==> src/rtl/chip8_video_mux.sv <==
// rtl/chip8_video_mux.sv - CHIP-8 VRAM-to-HDMI pixel pipeline with lores/hires and 2x2 grid views
module chip8_video_mux #(
    parameter int NUM_CH = 1,
    parameter int RD_LAT = 2,
    parameter int H_OFF  = 128,
    parameter int V_OFF  = 104
) (
    input  logic                 clk_in,
    input  logic                 rst_in,
    input  logic [10:0]          hcount_in,
    input  logic [9:0]           vcount_in,
    input  logic                 active_in,
    input  logic                 hsync_in,
    input  logic                 vsync_in,
    input  logic                 grid_en_in,
    input  logic [1:0]           sel_in,
    input  logic [NUM_CH-1:0]    hires_in,
    output logic [10*NUM_CH-1:0] vram_addr_out,
    input  logic [8*NUM_CH-1:0]  vram_data_in,
    output logic [1:0]           pixel_out,
    output logic [1:0]           pixel_ch_out,
    output logic                 hsync_out,
    output logic                 vsync_out,
    output logic                 active_out
);
    typedef struct packed {
        logic       border;
        logic [1:0] ch;
        logic [2:0] bidx;
        logic       act;
        logic       hs;
        logic       vs;
    } side_t;

    logic              grid_q, grid_d;
    logic [1:0]        sel_q, sel_d;
    logic [NUM_CH-1:0] hires_q, hires_d;
    logic              frame_start;

    // The (0,0) cycle bypasses the latch so a mode change there applies to the new frame
    always_comb begin
        frame_start = (hcount_in == 11'd0) && (vcount_in == 10'd0);
        grid_d      = grid_q;
        sel_d       = sel_q;
        hires_d     = hires_q;
        if (frame_start) begin
            grid_d  = grid_en_in;
            sel_d   = (32'(sel_in) < NUM_CH) ? sel_in : 2'd0;
            hires_d = hires_in;
        end
    end

    logic [12:0]          dx;
    logic [11:0]          dy;
    logic                 in_win;
    logic                 empty;
    logic                 border;
    logic [1:0]           quad;
    logic [1:0]           core;
    logic [9:0]           lx;
    logic [8:0]           ly;
    logic [3:0]           hires_pad;
    logic [2:0]           s_k;
    logic [9:0]           px_k;
    logic [8:0]           py_k;
    logic [2:0]           s_disp;
    logic [9:0]           px_disp;
    logic [10*NUM_CH-1:0] addr_d;
    side_t                sb_d;

    always_comb begin
        dx        = {2'b00, hcount_in} - 13'(H_OFF);
        dy        = {2'b00, vcount_in} - 12'(V_OFF);
        in_win    = (dx[12:10] == 3'd0) && (dy[11:9] == 3'd0);
        quad      = {dy[8], dx[9]};
        core      = grid_d ? quad : sel_d;
        empty     = grid_d && (32'(quad) >= NUM_CH);
        border    = !in_win || empty;
        lx        = grid_d ? {1'b0, dx[8:0]} : dx[9:0];
        ly        = grid_d ? {1'b0, dy[7:0]} : dy[8:0];
        hires_pad = 4'(hires_d);

        addr_d = '0;
        s_k    = 3'd0;
        px_k   = '0;
        py_k   = '0;
        for (int k = 0; k < NUM_CH; k++) begin
            s_k  = 3'd4 - {2'b00, hires_d[k]} - {2'b00, grid_d};
            px_k = lx >> s_k;
            py_k = ly >> s_k;
            if (in_win)
                addr_d[10*k +: 10] = hires_d[k] ? {py_k[5:0], px_k[6:3]}
                                                : {2'b00, py_k[4:0], px_k[5:3]};
        end

        s_disp      = 3'd4 - {2'b00, hires_pad[core]} - {2'b00, grid_d};
        px_disp     = lx >> s_disp;
        sb_d.border = border;
        sb_d.ch     = border ? 2'd0 : core;
        sb_d.bidx   = px_disp[2:0];
        sb_d.act    = active_in;
        sb_d.hs     = hsync_in;
        sb_d.vs     = vsync_in;
    end

    side_t                sb_q [RD_LAT+1];
    logic [10*NUM_CH-1:0] addr_q;
    logic [1:0]           pix_q, ch_q;
    logic                 hs_q, vs_q, act_q;
    logic [31:0]          data_pad;
    logic [7:0]           byte_sel;

    always_comb begin
        data_pad = 32'(vram_data_in);
        byte_sel = data_pad[{sb_q[RD_LAT].ch, 3'b000} +: 8];
    end

    always_ff @(posedge clk_in or negedge rst_in) begin
        if (!rst_in) begin
            grid_q  <= 1'b0;
            sel_q   <= 2'd0;
            hires_q <= '0;
            addr_q  <= '0;
            for (int i = 0; i <= RD_LAT; i++) sb_q[i] <= '0;
            pix_q   <= 2'd3;
            ch_q    <= 2'd0;
            hs_q    <= 1'b0;
            vs_q    <= 1'b0;
            act_q   <= 1'b0;
        end else begin
            grid_q  <= grid_d;
            sel_q   <= sel_d;
            hires_q <= hires_d;
            addr_q  <= addr_d;
            sb_q[0] <= sb_d;
            for (int i = 1; i <= RD_LAT; i++) sb_q[i] <= sb_q[i-1];
            hs_q    <= sb_q[RD_LAT].hs;
            vs_q    <= sb_q[RD_LAT].vs;
            act_q   <= sb_q[RD_LAT].act;
            if (!sb_q[RD_LAT].act) begin
                pix_q <= 2'd3;
                ch_q  <= 2'd0;
            end else if (sb_q[RD_LAT].border) begin
                pix_q <= 2'd2;
                ch_q  <= 2'd0;
            end else begin
                pix_q <= {1'b0, byte_sel[sb_q[RD_LAT].bidx]};
                ch_q  <= sb_q[RD_LAT].ch;
            end
        end
    end

    assign vram_addr_out = addr_q;
    assign pixel_out     = pix_q;
    assign pixel_ch_out  = ch_q;
    assign hsync_out     = hs_q;
    assign vsync_out     = vs_q;
    assign active_out    = act_q;
endmodule
==> config.mk <==
export PLATFORM = sky130hd
export DESIGN_NAME = chip8_video_mux
export DESIGN_NICKNAME = d
export VERILOG_FILES = /design/src/rtl/chip8_video_mux.sv
export SDC_FILE = /design/constraint.sdc
export NUM_CORES = 1
export LEC_CHECK = 0
export ABC_AREA = 1
export CORE_ASPECT_RATIO = 1.25
export CORE_UTILIZATION = 49
export DETAILED_ROUTE_END_ITERATION = 6
export PLACE_DENSITY_LB_ADDON = 0.3
export SLEW_MARGIN = 10
export SYNTH_ARGS = -nofsm -noshare
export SYNTH_HDL_FRONTEND = slang
export SYNTH_SLANG_ARGS = --single-unit
==> constraint.sdc <==
create_clock -name clk_in -period 2.4 [get_ports clk_in]
set_input_delay 0.72 -clock clk_in [delete_from_list [all_inputs] [get_ports clk_in]]
set_output_delay 0.72 -clock clk_in [all_outputs]
set_load 0.01 [all_outputs]
# [Yosys cells after proc, flatten, opt, wreduce, memory -nomap -nowiden]
# Index checks and enable logic that the tools add are counted.
[totals] ff_bits=48 word_cells=68
[op_classes] n_addsub=6 n_lt_le_gt_ge=4 n_shift=4 n_mux=18 reduce_logical=9
[ops] operator="32-bit by 6-bit indexed part select with 8-bit output" n=1
[ops] operator="10-bit two-way mux" n=3
[ops] operator="2-bit two-way mux" n=8
[ops] operator="11-bit by 8-bit subtractor with 12-bit output (second input constant)" n=1
[ops] operator="11-bit logical NOT" n=1
[ops] operator="10-bit by 7-bit subtractor with 11-bit output (second input constant)" n=1
[ops] operator="10-bit logical NOT" n=1
[ops] operator="10-bit by 3-bit right shift with 3-bit output" n=1
[ops] operator="10-bit by 3-bit right shift with 7-bit output" n=1
[ops] operator="9-bit two-way mux" n=1
[ops] operator="9-bit by 3-bit right shift with 6-bit output" n=1
[ops] operator="3-bit logical NOT" n=2
[ops] operator="3-bit by 1-bit subtractor with 3-bit output" n=2
[ops] operator="3-bit by 1-bit subtractor with 3-bit output (first input constant)" n=2
[ops] operator="3-bit by 4-bit less-than comparator with 1-bit output (second input constant)" n=1
[ops] operator="1-bit two-way mux" n=4
[ops] operator="1-bit binary-select mux with 3-bit select" n=1
[ops] operator="1-bit logical AND" n=3
[ops] operator="2-bit by 3-bit less-than comparator with 1-bit output (second input constant)" n=1
[ops] operator="1-bit binary-select mux with 2-bit select" n=1
[ops] operator="2-bit by 1-bit greater-or-equal comparator with 1-bit output (second input constant)" n=1
[ops] operator="2-bit by 1-bit less-than comparator with 1-bit output (second input constant)" n=1
[ops] operator="1-bit logical NOT" n=1
[ops] operator="1-bit logical OR" n=1

# [Longest topological paths before layout]
[logic_depth] ltp_word=9 depth_mapped=14 ltp_nobuf=14

# [Worst setup path before layout]
# No wires, ideal clock.
[synth_path] path_type="input to register" start="input vcount_in[6]" end="register addr_q[5] (netlist: vram_addr_out[5])" setup_ps=65 arrival_time_ps=2426 required_ps=2335 path_slack_ps=-90 cell_stages=12 n_path_buf=1 cell_sequence="nor2_1 -> nand2_1 -> nor2_4 -> nand3_4 -> nand2_2 -> nand2_4 -> ha_1 -> clkbuf_1 -> or2_2 -> a31oi_1 -> nand2_1 -> nand2_1"
[synth_via] elab_chain_cells=8 elab_cells_between_ends=13 cone_classes="add/sub: 3; shift: 1; mux: 5; reduce/logical: 4"
[synth_rtl] item="start: declaration" line="11" source="input logic [9:0] vcount_in,"
[synth_rtl] item="10-bit logical NOT" line="42" source="frame_start = (hcount_in == 11'd0) && (vcount_in == 10'd0);"
[synth_rtl] item="1-bit logical AND" line="42"
[synth_rtl] item="1-bit two-way mux" line="46" source="if (frame_start) begin"
[synth_rtl] item="3-bit by 1-bit subtractor with 3-bit output (2 in series)" line="88" source="s_k = 3'd4 - {2'b00, hires_d[k]} - {2'b00, grid_d};"
[synth_rtl] item="9-bit by 3-bit right shift with 6-bit output" line="90" source="py_k = ly >> s_k;"
[synth_rtl] item="10-bit two-way mux" line="92" source="addr_d[10*k +: 10] = hires_d[k] ? {py_k[5:0], px_k[6:3]}"
[synth_rtl] item="10-bit two-way mux (*)" line="91" source="if (in_win)"
[synth_rtl] item="net addr_d[5]" line="68" source="logic [10*NUM_CH-1:0] addr_d;"
[synth_rtl] item="end signal: assignment" line="134" source="addr_q <= addr_d;"
[synth_rtl] item="end: declaration" line="107" source="logic [10*NUM_CH-1:0] addr_q;"
# The timed path passes the listed nets; every way through them passes the cells marked *.

# [Worst setup path after layout]
[layout_path] start="input grid_en_in" end="register sb_q[21] in the netlist's numbering"
[layout_via] elab_chain_cells=7 elab_cells_between_ends=8 cone_classes="add/sub: 2; shift: 1; mux: 5"
[layout_rtl] item="start: declaration" line="15" source="input logic grid_en_in,"
[layout_rtl] item="1-bit two-way mux (*)" line="46"
[layout_rtl] item="2-bit two-way mux" line="76" source="core = grid_d ? quad : sel_d;"
[layout_rtl] item="1-bit binary-select mux with 2-bit select" line="96" source="s_disp = 3'd4 - {2'b00, hires_pad[core]} - {2'b00, grid_d};"
[layout_rtl] item="1-bit two-way mux (implied by the code)" line="96"
[layout_rtl] item="3-bit by 1-bit subtractor with 3-bit output (2 in series)" line="96"
[layout_rtl] item="10-bit by 3-bit right shift with 3-bit output (*)" line="97" source="px_disp = lx >> s_disp;"
[layout_rtl] item="net px_disp[0]" line="67" source="logic [9:0] px_disp;"
[layout_rtl] item="end: declaration" line="106" source="side_t sb_q [RD_LAT+1];"
# The timed path passes the listed nets; every way through them passes the cells marked *. The select of a mux whose other input is x is not followed.

==> flow_summary.yaml <==
outcome:
  status: "completed"
drt:
  vias: 1997
  wire_per_inst_um: 11.6
  drc: 0
  drt_iter0_markers: 81
  wl_um: 4760
  dr.pass1.iters: 4
  drt-vias-per-instance: 4.85
  drt.antenna.violating_nets: 0
clock_tree:
  clk_root_buffer_cell: "clkbuf_8"
  clkTransAtPathRegs_ps: 80
  cts.path.max_buffers: 2
  numCtsBuffers: 5
  cts_tree: "built"
  htreeDepth: 2
  clock_sinks: 48
  cts_hold_buffers: 0
  worstSkewPairLatency_ps: 290
timing:
  min_period_over_period_pct: 96.4
  finalHoldViolCount: 0
  timing.fmax_mhz: 432
  final_max_slew_viol_count: 0
  tightest_slew_ps: 553
  layout_setup_ws_ps: 85.2
  setup_viol: 0
  finalClockSkew_ps: 2.99
  rsz0062_at_grt: "true"
  slew_headroom_pct: 63.2
  min_period_ps: 2310
flow_run:
  max_cap_violations: 0
critical_path:
  crit_family: "simple AND/OR/NAND/NOR gates"
  critical_path_arrival_ps: 2490
  path_max_fanout: 6
  crit_path_cell_trace: "clkdlybuf4s50_1 -> inv_1 -> nand4_1 -> nand2_4 -> nor2_4 -> nor3_2 -> nand3_2 -> ha_4 -> mux2i_2 -> a21oi_1"
  cpMaxStageDelayCell: "clkdlybuf4s50_1"
  path_buf_inv: 2
  crit_path_end_kind: "flop"
  startpoint_type: "primary input"
  worstSetupPathType: "primary input to flop"
  slowest_delay_ps: 430
  worstPathRequired_ps: 2570
cells_and_area:
  finalNonFillerCells: 412
  finalInstanceArea_um2: 3430
  area_growth_pct: 50.9
  utilization_pct: 77.6
  diodes: 0
  layout-drive-gt1-share_pct: 38.4
  nets: 396
floorplanning:
  start_util_pct: 51.4
  core_um2: 4430
  die_h_um: 78.2
  row_count: 27
  fp.dieW_um: 63.0
  dieArea_um2: 4920
  ioPinCount: 55
pwr:
  seqPwrFrac_pct: 51.4
  pwr_density_cell_nw_per_um2: 484
  power.internal_w: 0.00129
  p_clk_share_pct: 32.1
  netSwitchingPower_w: 0.000371
  p_leak_nw: 1.68
  ir_drop_uv: 252
  pwr-share-comb_pct: 16.5
  total_power_w: 0.00166
  swShare_pct: 22.3
place:
  port_buffers: 52
  gp_congestion: 0.786
  dp_cells: 403
  postPlaceCellArea_um2: 3290
  dp_slack_ps: -664
  hpwl_um: 3690
logic_synthesis:
  ys_types: 33
  synth_ff_type: "dfrtp_1"
  ys_seq_area_share_pct: 52.9
  synth-warning-count: 0
  async_reset_ff_share_pct: 100
  synth_edf_count: 0
  syn-num-nets: 292
  syn_inst: 250
  netlist_area_um2: 2280
  ys_seq_elements: 48
  synth.avg_cell_area_um2: 9.10
grt:
  grt_remaining_overflow: 0
  grt_pass1_vias: 1967
  track_usage_pct: 21.3
  grt_pass1_wl_um: 8180
  grt_max_degree: 49
  antenna_found_initial: 0
hold_path:
  hold_path.class: "flop to flop"
[logic make-up after synthesis]
family                   Yosys count  synth area share [%]
AO/OA/AOI/OAI                     29                  7.37
XOR/XNOR                           5                  1.92
adder cells (fa/ha/maj)            4                  2.20
buffers and inverters             36                  5.99
flip-flops                        48                  52.9
multiplexers                       1                 0.440
AND/OR/NAND/NOR                  127                  29.2
[sequential cells by signal, indices dropped and copies added, names as in the netlist]
register / count
hires_q: 1
pixel_ch_out: 2
active_out: 1
grid_q: 1
vram_addr_out: 10
sb_q: 27
hsync_out: 1
vsync_out: 1
sel_q: 2
pixel_out: 2
[final timing paths]
check	endpoint	startpoint	slack [ps]	cells after the start
setup reg to reg	sb_q[21]$_DFF_PN0_	grid_q$_DFF_PN0_	610	9
setup / recovery	sb_q[21]$_DFF_PN0_	grid_en_in	90	10
hold reg to reg	sb_q[13]$_DFF_PN0_	sb_q[22]$_DFF_PN0_	350	0
max in group asynchronous	pixel_out[0]$_DFF_PN1_	rst_in	1520	2
min in group asynchronous	sb_q[22]$_DFF_PN0_	rst_in	500	2
hold / removal	sb_q[13]$_DFF_PN0_	sb_q[22]$_DFF_PN0_	350	0
[cells in the mapped netlist (2+ instances only)]
master    number  area share, %
nand2_1       53            8.7
dfrtp_1       46             51
inv_1         33            5.4
nor2_1        21            3.5
nand3_1       14            3.1
nand2_2       11            3.0
o21ai_0       11            2.4
a21oi_1        9            2.0
nand2_4        7            3.5
ha_1           4            2.2
nor2_2         4            1.1
nor3_1         4           0.88
nand4_1        3           0.82
nor2_4         3            1.5
xnor2_1        3            1.2
dfstp_2        2            2.3
nand3_2        2           0.88
nand3b_1       2           0.66
o21a_1         2           0.66
o22ai_1        2           0.55
xor2_1         2           0.77
[cell type report]
type / count / area (µm²)
fill: 313 / 992
inverter: 34 / 128
timing repair buffer: 99 / 836
clock inverter: 1 / 30.0
multi-input combinational: 166 / 1090
tap: 58 / 72.6
clock buffer: 6 / 72.6
sequential: 48 / 1200
[worst reg2reg max path, stage by stage (launching register included)]
cell     delay, ps
dfrtp_1        410
inv_1          100
nand2_4         60
nand2_4        100
nor2_4          50
nor3_2         200
nand3_2        110
ha_4           320
mux2i_2        230
a21oi_1         90
[power by group through the flow]
stage	combinational [W]	sequential (W)	clock [W]
after floorplan	0.0000922	0.000876	0
after global placement	0.000266	0.000869	0
after detailed placement	0.000273	0.000871	0
after CTS	0.000271	0.000855	0.000549
after global routing	0.000304	0.000859	0.000581
final	0.000275	0.000855	0.000534
[layer usage]
metal / up-vias / part of all wire (%) / track usage, %
met5: - / 0 / 0
met2: 50 / 55 / 39.1
met4: 0 / 1.2 / 8.14
met1: 946 / 41 / 24.7
met3: 5 / 2.9 / 3.05
li1: 996 / - / -
[repair_timing]
action | in CTS | in global routing
resized for setup | 52 | 56
setup buffers | 2 | 0
cloned | 0 | 0
pin swaps | 20 | 23
setup endpoints to repair | 15 | 12
[layout by cell type, fill, tap and decap left out, drive strengths merged]
master / n
a2111oi: 1
nor3: 4
o21a: 2
a211oi: 1
nand4: 4
o22ai: 2
dfstp: 2
nand3b: 2
xnor2: 3
dfrtp: 46
bufinv: 1
or2: 1
clkdlybuf4s50: 30
nand3: 17
nor2: 28
mux2i: 1
inv: 34
a21oi: 9
o21bai: 1
o21ai: 12
ha: 4
a31oi: 1
clkbuf: 17
nand2: 71
xor2: 2
buf: 58
[stage by stage]
step	TNS, ps	hold slack (ps)
finish	0	352
floorplan	-64.5	331
global placement	-7180	333
detailed placement	-8030	335
CTS	0	354
global route	-40.9	367
(Power assumes the default switching activity.)
==> RTL change: new RTL, same settings <==
`addr_q` no longer has a reset.
--- a/src/rtl/chip8_video_mux.sv
+++ b/src/rtl/chip8_video_mux.sv
@@ -122,3 +122,2 @@
             hires_q <= '0;
-            addr_q  <= '0;
             for (int i = 0; i <= RD_LAT; i++) sb_q[i] <= '0;
@@ -133,3 +132,2 @@
             hires_q <= hires_d;
-            addr_q  <= addr_d;
             sb_q[0] <= sb_d;
@@ -152,2 +150,6 @@
 
+    always_ff @(posedge clk_in) begin
+        addr_q <= addr_d;
+    end
+
     assign vram_addr_out = addr_q;
Formal check against the unedited RTL: not equivalent (a bounded check fails within 4 cycles, from zero or initial values and one cycle with rst_in low).
==> RTL change against the unedited design <==
  * Total power is 5.4% lower
  * Sequential cell count stayed put
  * Via count is 8.5% lower
  * Combinational power is 9.5% lower
  * Wire length is 10% lower
  * Worst setup slack better by 0.0073 ns
  * Fmax is 0.31% higher
  * Utilization is 0.87 points lower
  * Cell area is 9.1% lower
  * Synthesized area is 8.5% lower
  * Critical path type unchanged
  * Critical endpoint is now vram_addr_out[5]$_SDFF_PP0_
  * Largest power group unchanged
==> RTL change: results (changes against the unedited design) <==
Layout
  – Layout cell share with drive strength beyond 1: 0.3529 (-0.03124)
  – Antenna Cells: 0 (unchanged)
  – Nets: 364 (-8.1%)
  – Max reg flops: 27 (unchanged)
  – Filler cells: 296 (-5.4%)
  – Top reg by flops: sb_q

Critical path
  – CP max FO: 6 (unchanged)
  – Critical path arrival: 2.54 ns (+0.05 ns)

Yosys
  – Compound-Gate Fraction of Synth Area: 0.1009 (+0.02723)
  – Synth Net Count: 269 (-7.9%)
  – Mux cell area share after synthesis: 0.004805 (+0.0004068)
  – Post-synthesis sequential area ratio: 0.5538 (+0.02489)
  – FFs w/ async S/R, synth: 0.7917 (-0.2083)
  – Yosys cell types: 36 (+9.1%)
  – Main synth FF type: dfrtp_1
  – Synth Area in Adders: 0.02402 (+0.002034)
  – Synth Area in XOR/XNOR: 0.02102 (+0.001780)
  – Synth top area cells: dfrtp_1 43%, dfxtp_1 9.6%, nand2_1 8.5%, inv_1 4.3%, nor2_1 3.6%
  – Yosys warning count: 0 (unchanged)
  – Commonest cells in the netlist: 47 x nand2_1, 36 x dfrtp_1, 24 x inv_1, 20 x nor2_1

Timing
  – Worst Max-Slew Pin Slew: 0.7749 ns (+0.2223 ns)
  – Clk_skew: 0.01216 ns (+0.009170 ns)

Global route
  – Initial antenna violation count: 0 (unchanged)
  – Met3 Use GR: 0.02921 (-0.001314)
  – Number of global-route vias before repair: 1,693 (-14%)
  – M2 GR Usage: 0.3932 (+0.001765)
  – First-pass GRT wire length: 6651 microns (-19%)
  – GRT Util Overall: 0.1976 (-0.01541)
  – Pin count of the biggest net entering global routing: 39 (-20%)
  – Met1 usage: 0.1987 (-0.04798)

CTS
  – CTS max path bufs: 2 (unchanged)
  – Clk_lat worst skew: 0.30 ns
  – Clock slew at reported path FFs: 0.09 ns
  – CTS Buf Count: 5 (unchanged)
  – H-tree depth: 2 (unchanged)
  – CTS Root Cell: clkbuf_8

Power
  – P_leak: 1.472 nW (-13%)
  – VDD IR-drop max: 0.3150 mV (+25%)

Placement
  – I/O Buffers: 52 (unchanged)
  – HPWL Detailed: 3293 microns (-11%)
  – Final GP Congestion: 0.8678 (+10%)

Worst hold path
  – Hold WC Path Type: reg -> reg

Detailed routing
  – Drt pass-1 iters: 4 (unchanged)
  – Total number of vias: 1,828 (-8.5%)
  – Initial drt markers: 102 (+26%)
  – Routed WL: 4275 microns (-10%)

Outcome
  – Outcome: completed
==> RTL change: power by group <==
part           switching (mW)  internal [mW]  leakage, nW
Clock                   0.245          0.234       0.0445
Sequential             0.0100          0.836        0.537
Combinational           0.115          0.133        0.890
==> RTL change: kinds of logic (layout without fill, tap and decap cells) <==
logic type,Yosys count,count (layout)
buffers and inverters,35,131
adders and majority gates,4,4
xor gates and xnor gates,5,5
muxes,1,1
AOI/OAI and AO/OA,34,34
DFF,48,48
and+or+nand+nor,100,100
==> RTL change: layout make-up <==
class	instances	area share
Sequential cell	48	0.3698
Multi-Input combinational cell	144	0.2936
Timing Repair Buffer	91	0.2447
Inverter	32	0.03931
Clock buffer	7	0.02768
Tap cell	56	0.02246
Clock inverter	1	0.002407
==> RTL change: layer usage <==
| metal | vias to the layer above | part of all wire |
|---|---|---|
| met1 | 847 | 0.37 |
| met2 | 53 | 0.57 |
| li1 | 920 | - |
| met3 | 8 | 0.037 |
| met5 | - | 0 |
| met4 | 0 | 0.020 |
==> RTL change: repair_timing <==
item | in CTS | in global routing
resized for setup | 46 | 58
pin swaps | 20 | 23
setup endpoints to repair | 13 | 11
setup buffers | 3 | 1
==> RTL change: final timing paths <==
path | startpoint | slack [ns] | to | cells after the start
worst max-delay path | hcount_in[2] | 0.09 | vram_addr_out[5]$_SDFF_PP0_ | 14
worst min-delay path | sb_q[26]$_DFF_PN0_ | 0.35 | sb_q[17]$_DFF_PN0_ | 0
min in group asynchronous | rst_in | 0.50 | sb_q[17]$_DFF_PN0_ | 1
worst max register to register | grid_q$_DFF_PN0_ | 0.73 | sb_q[22]$_DFF_PN0_ | 10
max in group asynchronous | rst_in | 1.41 | sb_q[7]$_DFF_PN0_ | 1
worst min register to register | sb_q[26]$_DFF_PN0_ | 0.35 | sb_q[17]$_DFF_PN0_ | 0
==> RTL change: worst max-delay path, cell delays in order <==
cell      delay, ns
clkbuf_2       0.09
nor2_1         0.14
nand2_2        0.08
nor2_4         0.12
nand3_4        0.13
o21ai_4        0.18
inv_2          0.08
ha_4           0.31
inv_4          0.05
mux2i_2        0.20
nor2_1         0.06
a31oi_1        0.21
nand2_1        0.09
o21ai_1        0.08
==> RTL change: stage by stage <==
stage | setup TNS [ns] | cells | area (sq um) | hold slack [ns] | setup WS (ns)
after CTS | 0 | 378 | 3115 | 0.3587 | 0.005999
after global placement | -7.113 | 367 | 2968 | 0.3312 | -0.6234
after global routing | -0.02680 | 379 | 3119 | 0.3635 | -0.02680
after floorplan | -0.008114 | 227 | 2150 | 0.3312 | -0.008103
after detailed placement | -7.591 | 367 | 2968 | 0.3355 | -0.6868
final | 0 | 379 | 3119 | 0.3525 | 0.09248
